$ cat src/rtl/spi_sub_if.sv
// spi_sub_if: SPI bus pins plus the local tx/rx word handshake of the SPI subordinate.
interface spi_sub_if #(parameter int WIDTH = 8);
    logic             sclk;
    logic             cs_n;
    logic             mosi;
    logic             miso;
    logic [WIDTH-1:0] tx_data;
    logic             tx_load;
    logic             tx_ready;
    logic [WIDTH-1:0] rx_data;
    logic             rx_valid;
    logic             busy;
    logic             frame_err;

    modport slave (
        input  sclk, cs_n, mosi, tx_data, tx_load,
        output miso, tx_ready, rx_data, rx_valid, busy, frame_err
    );

    modport master (
        output sclk, cs_n, mosi, tx_data, tx_load,
        input  miso, tx_ready, rx_data, rx_valid, busy, frame_err
    );
endinterface

$ cat src/rtl/spi_sub.sv
// spi_sub: CPOL=0/CPHA=1 SPI subordinate, oversampled on clk, full duplex MSB first
// with a one-word tx holding register and back-to-back words under one cs_n.
module spi_sub #(
    parameter int WIDTH       = 8,
    parameter int SYNC_STAGES = 2
) (
    input logic       clk,
    input logic       rst_n,
    spi_sub_if.slave  bus
);
    localparam int CW = (WIDTH > 2) ? $clog2(WIDTH) : 1;

    typedef enum logic {IDLE, ACTIVE} state_t;

    state_t                 r_state;
    state_t                 w_next;
    logic [SYNC_STAGES-1:0] r_sclk_sync;
    logic [SYNC_STAGES-1:0] r_cs_sync;
    logic [SYNC_STAGES-1:0] r_mosi_sync;
    logic [SYNC_STAGES-1:0] r_live;
    logic                   r_sclk_d;
    logic                   r_cs_d;
    logic                   r_armed;
    logic [WIDTH-1:0]       r_hold;
    logic                   r_hold_full;
    logic [WIDTH-1:0]       r_tx_shift;
    logic [WIDTH-2:0]       r_rx_shift;
    logic [CW-1:0]          r_cnt;
    logic [WIDTH-1:0]       r_rx_data;
    logic                   r_rx_valid;
    logic                   r_frame_err;
    logic                   r_miso;

    logic             w_sclk;
    logic             w_cs;
    logic             w_mosi;
    logic             w_sclk_rise;
    logic             w_sclk_fall;
    logic             w_cs_fall;
    logic             w_cs_rise;
    logic             w_start;
    logic             w_stop;
    logic             w_rise;
    logic             w_fall;
    logic             w_last;
    logic             w_consume;
    logic [WIDTH-1:0] w_hold_out;
    logic [WIDTH-1:0] w_rx_next;

    assign w_sclk      = r_sclk_sync[SYNC_STAGES-1];
    assign w_cs        = r_cs_sync[SYNC_STAGES-1];
    assign w_mosi      = r_mosi_sync[SYNC_STAGES-1];
    assign w_sclk_rise = w_sclk & ~r_sclk_d;
    assign w_sclk_fall = ~w_sclk & r_sclk_d;
    // A frame may only start once cs_n has genuinely been seen high after reset.
    assign w_cs_fall   = r_armed & ~w_cs & r_cs_d;
    assign w_cs_rise   = w_cs & ~r_cs_d;

    assign w_start    = (r_state == IDLE) & w_cs_fall;
    assign w_stop     = (r_state == ACTIVE) & w_cs_rise;
    assign w_rise     = (r_state == ACTIVE) & ~w_cs_rise & w_sclk_rise;
    assign w_fall     = (r_state == ACTIVE) & ~w_cs_rise & w_sclk_fall;
    assign w_last     = (r_cnt == CW'(WIDTH - 1));
    assign w_consume  = w_start | (w_fall & w_last);
    assign w_hold_out = r_hold_full ? r_hold : '0;
    assign w_rx_next  = {r_rx_shift, w_mosi};

    assign bus.miso      = r_miso;
    assign bus.tx_ready  = ~r_hold_full;
    assign bus.rx_data   = r_rx_data;
    assign bus.rx_valid  = r_rx_valid;
    assign bus.busy      = (r_state == ACTIVE);
    assign bus.frame_err = r_frame_err;

    always_ff @(posedge clk or negedge rst_n) begin
        if (!rst_n) begin
            r_sclk_sync <= '0;
            r_cs_sync   <= '1;
            r_mosi_sync <= '0;
            r_live      <= '0;
            r_sclk_d    <= 1'b0;
            r_cs_d      <= 1'b1;
            r_armed     <= 1'b0;
        end else begin
            r_sclk_sync <= {r_sclk_sync[SYNC_STAGES-2:0], bus.sclk};
            r_cs_sync   <= {r_cs_sync[SYNC_STAGES-2:0], bus.cs_n};
            r_mosi_sync <= {r_mosi_sync[SYNC_STAGES-2:0], bus.mosi};
            r_live      <= {r_live[SYNC_STAGES-2:0], 1'b1};
            r_sclk_d    <= w_sclk;
            r_cs_d      <= w_cs;
            r_armed     <= r_armed | (r_live[SYNC_STAGES-1] & w_cs);
        end
    end

    always_ff @(posedge clk or negedge rst_n) begin
        if (!rst_n) r_state <= IDLE;
        else        r_state <= w_next;
    end

    always_comb begin
        w_next = r_state;
        if (w_start) w_next = ACTIVE;
        if (w_stop)  w_next = IDLE;
    end

    always_ff @(posedge clk or negedge rst_n) begin
        if (!rst_n) begin
            r_hold      <= '0;
            r_hold_full <= 1'b0;
            r_tx_shift  <= '0;
            r_rx_shift  <= '0;
            r_cnt       <= '0;
            r_rx_data   <= '0;
            r_rx_valid  <= 1'b0;
            r_frame_err <= 1'b0;
            r_miso      <= 1'b0;
        end else begin
            r_rx_valid  <= 1'b0;
            r_frame_err <= 1'b0;
            if (w_consume) r_hold_full <= 1'b0;
            // A load coinciding with a consume is accepted after the old word is taken.
            if (bus.tx_load && (!r_hold_full || w_consume)) begin
                r_hold      <= bus.tx_data;
                r_hold_full <= 1'b1;
            end
            if (w_start) begin
                r_tx_shift <= w_hold_out;
                r_cnt      <= '0;
            end else if (w_stop) begin
                r_miso      <= 1'b0;
                r_cnt       <= '0;
                r_frame_err <= (r_cnt != '0);
            end else if (w_rise) begin
                r_miso     <= r_tx_shift[WIDTH-1];
                r_tx_shift <= {r_tx_shift[WIDTH-2:0], 1'b0};
            end else if (w_fall) begin
                r_rx_shift <= w_rx_next[WIDTH-2:0];
                r_cnt      <= w_last ? '0 : CW'(r_cnt + 1'b1);
                if (w_last) begin
                    r_rx_data  <= w_rx_next;
                    r_rx_valid <= 1'b1;
                    r_tx_shift <= w_hold_out;
                end
            end
        end
    end
endmodule
$ cat src/flat_wrapper.sv
// flat-port wrapper written by rule: the top's interface ports become plain ports
module spi_sub_flat 
#(
    parameter int WIDTH       = 8,
    parameter int SYNC_STAGES = 2
)
  (clk, rst_n, bus_sclk, bus_cs_n, bus_mosi, bus_tx_data, bus_tx_load, bus_miso, bus_tx_ready, bus_rx_data, bus_rx_valid, bus_busy, bus_frame_err);
  spi_sub_if #(.WIDTH(WIDTH)) bus_i ();
  input logic clk;
  input logic rst_n;
  input wire logic [$bits(bus_i.sclk)-1:0] bus_sclk;
  input wire logic [$bits(bus_i.cs_n)-1:0] bus_cs_n;
  input wire logic [$bits(bus_i.mosi)-1:0] bus_mosi;
  input wire logic [$bits(bus_i.tx_data)-1:0] bus_tx_data;
  input wire logic [$bits(bus_i.tx_load)-1:0] bus_tx_load;
  output wire logic [$bits(bus_i.miso)-1:0] bus_miso;
  output wire logic [$bits(bus_i.tx_ready)-1:0] bus_tx_ready;
  output wire logic [$bits(bus_i.rx_data)-1:0] bus_rx_data;
  output wire logic [$bits(bus_i.rx_valid)-1:0] bus_rx_valid;
  output wire logic [$bits(bus_i.busy)-1:0] bus_busy;
  output wire logic [$bits(bus_i.frame_err)-1:0] bus_frame_err;
  assign bus_i.sclk = bus_sclk;
  assign bus_i.cs_n = bus_cs_n;
  assign bus_i.mosi = bus_mosi;
  assign bus_i.tx_data = bus_tx_data;
  assign bus_i.tx_load = bus_tx_load;
  assign bus_miso = bus_i.miso;
  assign bus_tx_ready = bus_i.tx_ready;
  assign bus_rx_data = bus_i.rx_data;
  assign bus_rx_valid = bus_i.rx_valid;
  assign bus_busy = bus_i.busy;
  assign bus_frame_err = bus_i.frame_err;
  spi_sub #(.WIDTH(WIDTH), .SYNC_STAGES(SYNC_STAGES)) u_core (.clk(clk), .rst_n(rst_n), .bus(bus_i));
endmodule
$ cat config.mk
export PLATFORM = sky130hd
export DESIGN_NAME = spi_sub_flat
export DESIGN_NICKNAME = d
export VERILOG_FILES = /design/src/rtl/spi_sub_if.sv /design/src/rtl/spi_sub.sv /design/src/flat_wrapper.sv
export SDC_FILE = /design/constraint.sdc
export NUM_CORES = 1
export LEC_CHECK = 0
export CAP_MARGIN = 25
export CORE_MARGIN = 2
export CORE_UTILIZATION = 40
export DETAILED_ROUTE_END_ITERATION = 6
export PLACE_DENSITY = 0.58
export SLEW_MARGIN = 20
export SYNTH_ARGS = -nofsm -noshare
export SYNTH_HDL_FRONTEND = slang
export SYNTH_SLANG_ARGS = --single-unit
$ cat constraint.sdc
create_clock -name clk -period 2.3 [get_ports clk]
set_input_delay 0.69 -clock clk [delete_from_list [all_inputs] [get_ports clk]]
set_output_delay 0.69 -clock clk [all_outputs]
set_load 0.005 [all_outputs]
=== Yosys cells after proc, flatten, opt, wreduce, memory -nomap -nowiden ===
Index checks and enable logic that the tools add are counted.

* Bitwise gates (word level): 24
* Multiplexer cells: 24
* Shift operators: 0
* Add/sub/neg operators: 1
* Divide/modulo/power cells: 0
* Order comparisons: 0
* Reductions and logical operators: 15
* $mul: 0
* Eq/ne operators: 3

{| class="wikitable"
|+ Operators by type and width
! kind !! number
|-
| $mux 8 || 6
|-
| $mux 3 || 5
|-
| $mux 1 || 13
|-
| $and 1x1->1 || 12
|-
| $reduce_bool 3->1 || 4
|-
| $not 1->1 || 10
|-
| $reduce_bool 2->1 || 3
|-
| $reduce_and 5->1 || 1
|-
| $reduce_and 2->1 || 2
|-
| $reduce_and 4->1 || 1
|-
| $add 3x1->3 const B || 1
|-
| $eq 3x3->1 const B || 1
|-
| $ne 3x1->1 const B || 1
|-
| $reduce_and 3->1 || 1
|-
| $ne 2x1->1 const B || 1
|-
| $or 1x1->1 || 2
|-
| $logic_and 1x1->1 || 1
|-
| $logic_not 1->1 || 1
|-
| $logic_or 1x1->1 || 1
|}

* Word-level logic and storage cells: 84
* Memories: 0
* Bits in latches: 0
* Register bits: 50
* Bits in read-only memories: 0
* Bits of input ports: 14
* Bits in writable memories: 0

=== Longest topological paths before layout ===
* Depth after elaboration: 10
* Gate-level depth with buffers: 7
* Gate-level depth less buffers: 6

=== Worst setup path before layout ===
Ideal clock, no wire load.

* Kind: register to register
* Start: register u_core.r_cnt[0]
* End: register u_core.r_hold[0]
* Required time: 2.175 ns
* Arrival time: 1.650 ns
* Library setup time: 0.125 ns
* Buffers on the path: 0
* Cell stages (with the launch flop): 7
* Slack: 0.525 ns
* Period minus slack after synthesis: 1.775 ns
* Path through: dfrtp_1 -> ha_1 -> ha_1 -> and3b_1 -> a31oi_4 -> a21boi_4 -> mux2_2

* Word-level cells in the longest chain between the ends: 5

{| class="wikitable"
|+ RTL lines
! element !! line !! text
|-
| from (decl) || spi_sub.sv:28 || <nowiki>logic [CW-1:0] r_cnt;</nowiki>
|-
| from (signal assigned) || spi_sub.sv:138 || <nowiki>r_cnt <= w_last ? '0 : CW'(r_cnt + 1'b1);</nowiki>
|-
| $eq 3x3->1 || spi_sub.sv:63 || <nowiki>assign w_last = (r_cnt == CW'(WIDTH - 1));</nowiki>
|-
| $and 1x1->1 || spi_sub.sv:64 || <nowiki>assign w_consume = w_start | (w_fall & w_last);</nowiki>
|-
| $or 1x1->1 || spi_sub.sv:64 ||
|-
| $logic_or 1x1->1 || spi_sub.sv:122 || <nowiki>if (bus.tx_load && (!r_hold_full || w_consume)) begin</nowiki>
|-
| $logic_and 1x1->1 || spi_sub.sv:122 ||
|-
| to (signal assigned) || spi_sub.sv:123 || <nowiki>r_hold <= bus.tx_data;</nowiki>
|-
| to (decl) || spi_sub.sv:24 || <nowiki>logic [WIDTH-1:0] r_hold;</nowiki>
|}

No other way between the ends.
A chain may end at the register's enable or synchronous reset.

=== Worst setup path in the final report ===
* Start: register u_core.r_hold_full
* End: output bus_tx_ready

* Word-level cells in the longest chain between the ends: 1

{| class="wikitable"
|+ RTL lines
! element !! line !! text
|-
| from (decl) || spi_sub.sv:25 || <nowiki>logic r_hold_full;</nowiki>
|-
| from (signal assigned) || spi_sub.sv:109 || <nowiki>r_hold_full <= 1'b0;</nowiki>
|-
| from (signal assigned) || spi_sub.sv:120 || <nowiki>if (w_consume) r_hold_full <= 1'b0;</nowiki>
|-
| from (signal assigned) || spi_sub.sv:124 || <nowiki>r_hold_full <= 1'b1;</nowiki>
|-
| $not 1->1 || spi_sub.sv:69 || <nowiki>assign bus.tx_ready = ~r_hold_full;</nowiki>
|-
| to (decl) || flat_wrapper.sv:17 || <nowiki>output wire logic [$bits(bus_i.tx_ready)-1:0] bus_tx_ready;</nowiki>
|}

No other way between the ends.

==> key figures <==
Detailed routing
  • Final wirelength: 3357 um
  • DR iter-0 viols: 53
  • DR WL/cell: about 14 um
  • First-pass DRT Iterations: 4
  • Total vias in the final route: 1212
  • ANT nets after route: 0
  • Vias per std cell: ~5
  • DR DRC count: 0

Yosys
  • Asr flop ratio synth: 100.0%
  • Dominant synthesized flop cell: dfrtp_1
  • Synth cell count leaders: 47 x dfrtp_1, 23 x mux2_2, 16 x nand3_1
  • Cell variety after synth: 27
  • Synth top area cells: dfrtp_1 59%, mux2_2 13%, nand3_1 4.0%
  • Top cell type's share of synthesized area: 59.42%
  • Syn nets: around 160
  • Synth Area per Inst: 13.47 um^2
  • Most numerous cell in the Yosys netlist: dfrtp_1
  • EDFF count, synth: 0
  • Seq/Total Area, Yosys: between 60 and 70%
  • Yosys warns: 0
  • Post-synth top area cell: dfrtp_1
  • Mapped Area: 1979 um^2
  • Synthesized flop and latch total: 50
  • Mapped Cells: 147

Setup path
  • Cell breakdown of the critical path: inv_1 -> clkdlybuf4s50_1
  • Crit path capture type: primary output
  • Worst setup path class: reg2out
  • Crit Path Max Fanout: 11
  • Crit path max-delay family: buffers and inverters
  • Slowest stage cell, crit path: dfrtp_1
  • Worst path bufs/invs: 2
  • WP data required: 1.61 ns
  • Worst EP arrival: around 1.5 ns
  • CP Launch Type: register
  • CP max stage delay: 0.53 ns

STA
  • Least-Margin Pin Slew: 0.4962 ns
  • Final Max Tran Viols: 0
  • Relative slew slack: 66.83%
  • RSZ-0062 raised after global routing: false
  • Period utilization: 93.39%
  • Final min period: 2.148 ns
  • Final setup viols: 0
  • Setup tns final: 0 ns
  • Fmax: around 470 MHz
  • Clk_skew: 0.004331 ns
  • Fin. Hold Viols: 0

Placement
  • DP HPWL: 2484 um
  • IO Port Bufs: 26
  • Placed instance count: 239
  • Placer Congestion: 0.7758

Global route
  • Overflow after GRT: 0
  • Global-route wire length before repair: ~5900 um
  • Vias in the first global route: between 1k and 1.5k
  • Largest net degree at the start of global routing: 31
  • Initial antenna violation count: 0
  • GRT Overall Usage: 14.40%

Floorplanning
  • Die Y: 74.35 um
  • Initial core utilization: 41.63%
  • Core area: 4755 um^2
  • Site Rows: 25
  • Die X: 74.35 um
  • Top Ports: 27
  • Die area: 5527 um^2

Worst hold path
  • Hold Path Class: in2async

Layout
  • Area Overhead vs Synth: 23.45%
  • Fillers: 447
  • Finished Layout Cells: about 250
  • Multi-input gate area: 671.9 um^2
  • Final net count: 196
  • Antenna fix cells: 0
  • Storage element area: 1255 um^2
  • Post-layout util: 51.39%
  • Layout cells sized above 1: 23.33%

Clock network
  • PostCTS Resize Cnt: 0
  • Clk buf depth: 2
  • Root buf cell: clkbuf_8
  • CTS buffer count: 5
  • CTS tree: done
  • Cts hold-fix bufs: 0
  • Clk sinks: 50
  • H-tree lvl count: 2
  • Clock transition at path regs: approximately 0.09 ns
  • Skew-Pair Late Insertion Delay: 0.30 ns
  • Setup bufs post-CTS: 0

Job
  • Max-cap viol count: 0

Power
  • Post-layout power: 2.058 mW
  • P_leak: 1.120 nW
  • Peak VDD IR: 0.3488 mV
  • Pwr/cell area: 842.2 nW/um^2

Outcome
  • Status: finished, final reports clean
[area by class of cell]
class                           instances  area share (%)
Timing Repair Buffer                   31           12.49
Clock buffer                            5           2.816
Sequential cell                        50           51.36
Inverter                                5          0.7681
Clock inverter                          3           1.639
Multi-Input combinational cell         86           27.50
Tap cell                               67           3.431
[final timing paths]
| check | slack, ns | startpoint | endpoint | cells after the start |
|---|---|---|---|---|
| max in group asynchronous | 1.36 | rst_n | u_core.r_cs_sync[1] | 2 |
| setup / recovery | 0.15 | u_core.r_hold_full | bus_tx_ready | 2 |
| min in group clk | 0.35 | u_core.r_live[0] | u_core.r_live[1] | 0 |
| setup reg to reg | 0.38 | u_core.r_cnt[0] | u_core.bus.rx_data[4] | 5 |
| hold / removal | 0.34 | rst_n | u_core.bus.rx_valid | 1 |
| hold reg to reg | 0.35 | u_core.r_live[0] | u_core.r_live[1] | 0 |
[worst register-to-register path: cells and delay by family, from the launching register on]
| kind | cells | cell delay, ns |
|---|---|---|
| flops | 1 | 0.41 |
| fa+ha+maj | 2 | 0.41 |
| mux | 1 | 0.39 |
| simple gates | 2 | 0.59 |
[kinds of logic after synthesis]
group           after synthesis  share of synthesized area [%]
compound gates               17                          7.079
flops                        50                          63.40
buf+inv                      11                          2.655
fa+ha+maj                     3                          1.897
simple gates                 40                          10.68
mux                          25                          14.10
other cells                   1                         0.1895
[report_power, final]
part / switching (mW) / total (mW) / internal [mW]
clock: 0.278 / 0.598 / 0.320
sequential: 0.113 / 1.16 / 1.05
combinational: 0.117 / 0.296 / 0.180
total: 0.508 / 2.06 / 1.55
[sequential cells by signal, summed over array words and instances, names as in the netlist]
name                  cells
u_core.r_rx_shift         7
u_core.bus.rx_data        8
u_core.bus.frame_err      1
u_core.r_cnt              3
u_core.r_cs_d             1
u_core.r_armed            1
u_core.r_sclk_sync        2
u_core.r_live             2
u_core.r_mosi_sync        2
u_core.r_cs_sync          2
u_core.r_hold             8
u_core.bus.rx_valid       1
u_core.r_tx_shift         8
u_core.bus.busy           1
u_core.r_sclk_d           1
u_core.bus.miso           1
u_core.r_hold_full        1
[placed cells by master, fill, tap and decap left out, types with 4 or more instances in the layout]
master | netlist | layout
dfrtp_1 | 47 | 47
mux2_2 | 23 | 23
clkbuf_8 | 0 | 5
a21oi_1 | 4 | 4
nand3_1 | 16 | 16
clkdlybuf4s50_1 | 0 | 25
inv_1 | 5 | 5
buf_4 | 0 | 4
o211ai_1 | 7 | 7
nand2_1 | 13 | 13
[metal layers]
| metal | global-route usage, % | vias up | share of wire [%] |
|---|---|---|---|
| met5 | 0 | - | 0 |
| met4 | 4.762 | 0 | 1.3 |
| met3 | 4.878 | 5 | 4.0 |
| met2 | 23.21 | 20 | 50 |
| met1 | 18.43 | 615 | 45 |
| li1 | - | 572 | - |
[metrics by stage]
stage | area [um^2] | hold WS (ns) | setup slack, ns
2_1_floorplan | 1979 | 0.3312 | 0.5253
3_3_place_gp | 2335 | 0.3331 | 0.3432
3_5_place_dp | 2335 | 0.3347 | 0.2990
4_1_cts | 2444 | 0.3558 | 0.1307
5_1_grt | 2444 | 0.3655 | 0.07694
6_report | 2444 | 0.3422 | 0.1520
(Power assumes the default switching activity.)
==> variant (config.mk and constraints unchanged) <==
`SYNC_STAGES` is set to 2 in 2 places; all go to 4.
--- a/src/rtl/spi_sub.sv
+++ b/src/rtl/spi_sub.sv
@@ -2,7 +2,7 @@
 // with a one-word tx holding register and back-to-back words under one cs_n.
 module spi_sub #(
     parameter int WIDTH       = 8,
-    parameter int SYNC_STAGES = 2
+    parameter int SYNC_STAGES = 4
 ) (
     input logic       clk,
     input logic       rst_n,
--- a/src/flat_wrapper.sv
+++ b/src/flat_wrapper.sv
@@ -2,7 +2,7 @@
 module spi_sub_flat 
 #(
     parameter int WIDTH       = 8,
-    parameter int SYNC_STAGES = 2
+    parameter int SYNC_STAGES = 4
 )
   (clk, rst_n, bus_sclk, bus_cs_n, bus_mosi, bus_tx_data, bus_tx_load, bus_miso, bus_tx_ready, bus_rx_data, bus_rx_valid, bus_busy, bus_frame_err);
   spi_sub_if #(.WIDTH(WIDTH)) bus_i ();
Formal check against the unedited RTL: not equivalent (Yosys sat finds a counterexample within 10 cycles, from zero or initial values and one cycle with rst_n low).
==> variant against the unedited design <==
  * Worst setup slack lost 0.0047 ns
  * Sequential cell count increased by 8
  * Hold slack worse by 0.0049 ns
  * Clock power up 54%
  * Clock skew up 0.0029 ns
  * Global-route usage down 0.91 points
  * Area after synthesis increased by 10%
  * Design area up 12%
  * Wire length rose by 4.2%
  * Critical path depth fell by 1
  * Die area is 9.7% higher
  * Maximum frequency shrank 0.22%
  * Total power rose by 24%
  * Largest cell class unchanged
  * Highest routed layer unchanged
==> variant: results (changes against the unedited design) <==
metric,value,unit,change
wl_met1,1642,um,was 1510 um
port_buffers,26,,unchanged
outcome,"complete, no violations",,unchanged
synth_seq_area_share,66.80,%,was 63.40%
final_layout_size_suffix_gt1_share,25.00,%,was 23.33%
grtUsageTotal,13.50,%,was 14.40%
grt_max_degree,37,,was 31
slowest_delay,0.57,ns,was 0.53 ns
htreeDepth,3,,was 2
use_met1,17.88,%,was 18.43%
met3_length,137,um,was 135 um
routed_via_density,4.827,,was 4.907
drt_iter0_drc,79,,was 53
cts_setup_buffers,0,,unchanged
path_clk_slew,0.06,ns,was 0.09 ns
nets,208,,was 196
whs,0.3372,ns,was 0.3422 ns
grt_pass1_vias,1342,,was 1246
synth_common_cells,"dfrtp_1, mux2_2, nand3_1",,unchanged
gr-usage-met3,4.767,%,was 4.878%
grt_pass1_wl,6182,um,was 5913 um
syn-num-nets,172,,was 164
worst_slew_pin_slew,0.5475,ns,was 0.4962 ns
crit_fanout,11,,unchanged
clockBufferDepth,2,,unchanged
r2r_slack,0.39,ns,
grt_util_met2,18.71,%,was 23.21%
reg2reg_depth,6,,was 5
startpoint,u_core.bus.busy,,was u_core.r_hold_full
dr_wl_met2,1666,um,was 1667 um
cts_buffers,9,,was 5
r2r-end,u_core.r_hold[7],,was u_core.bus.rx_data[4]
place_hpwl,2461,um,was 2484 um
p_leak,1.255,nW,was 1.120 nW
synth_area_leaders,"dfrtp_1, mux2_2, dfstp_2",,"was dfrtp_1, mux2_2, nand3_1"
wire_per_inst,13.15,um,was 13.59 um
crit-reg2reg-launch,u_core.r_cnt[0],,unchanged
max-vdd-ir-drop,0.4749,mV,was 0.3488 mV
globalplace.congestion,0.7132,,was 0.7758
routed.top_layer,met4,,unchanged
clock_latency,0.32,ns,was 0.30 ns
cp_slowest_cell,clkdlybuf4s50_1,,was dfrtp_1
synth_warnings,0,,unchanged
finalClockSkew,0.007266,ns,was 0.004331 ns
==> variant: cell types whose count changed in the layout (fill, tap and decap cells not counted), sizes merged <==
cell,unedited run,this run
dfrtp,47,53
clkbuf,5,14
dfstp,3,5
clkinv,2,1
==> variant: kinds of logic (layout without fill, tap and decap cells) <==
family,Yosys count,in the layout,synth area share [%]
buffers and inverters,11,52,2.408
adders and majority gates,3,3,1.720
muxes,25,25,12.79
DFF,58,58,66.80
AOI/OAI and AO/OA,17,17,6.422
other,1,1,0.1719
and+or+nand+nor,40,40,9.692
==> variant: through the flow <==
stage / power, W / setup WS, ns / std cells / util, % / area, um2
6_report: 0.002544 / 0.1473 / 266 / 52.95 / 2739
5_1_grt: 0.002686 / 0.05119 / 266 / 52.95 / 2739
2_1_floorplan: 0.001512 / 0.5260 / 155 / - / 2182
3_3_place_gp: 0.001617 / 0.3485 / 250 / 49.13 / 2541
4_1_cts: 0.002588 / 0.1184 / 266 / 52.95 / 2739
3_5_place_dp: 0.001647 / 0.3176 / 250 / 49.13 / 2541
==> variant: report_power, final <==
group / leakage [nW] / internal, W / switching, W
clock network: 0.101 / 0.000559 / 0.000363
registers: 0.714 / 0.00120 / 0.000113
logic: 0.439 / 0.000181 / 0.000123
total: 1.25 / 0.00194 / 0.000599
==> variant: layout make-up <==
cell class              instances  area [um2]
clock inverters                 2       35.03
fillers                       421        2434
well taps                      70       87.58
inverters                       5       18.77
repair buffers                 31       305.3
multi-input cells              86       671.9
clock buffers                  14       162.7
flip-flops and latches         58        1458
==> variant: worst max path at each step <==
stage                       end  depth (start not counted)
2_1_floorplan  u_core.r_hold[0]                          6
3_3_place_gp   u_core.r_hold[4]                          3
3_5_place_dp   u_core.r_hold[6]                          3
4_1_cts                bus_busy                          1
5_1_grt                bus_busy                          1
6_report               bus_busy                          1
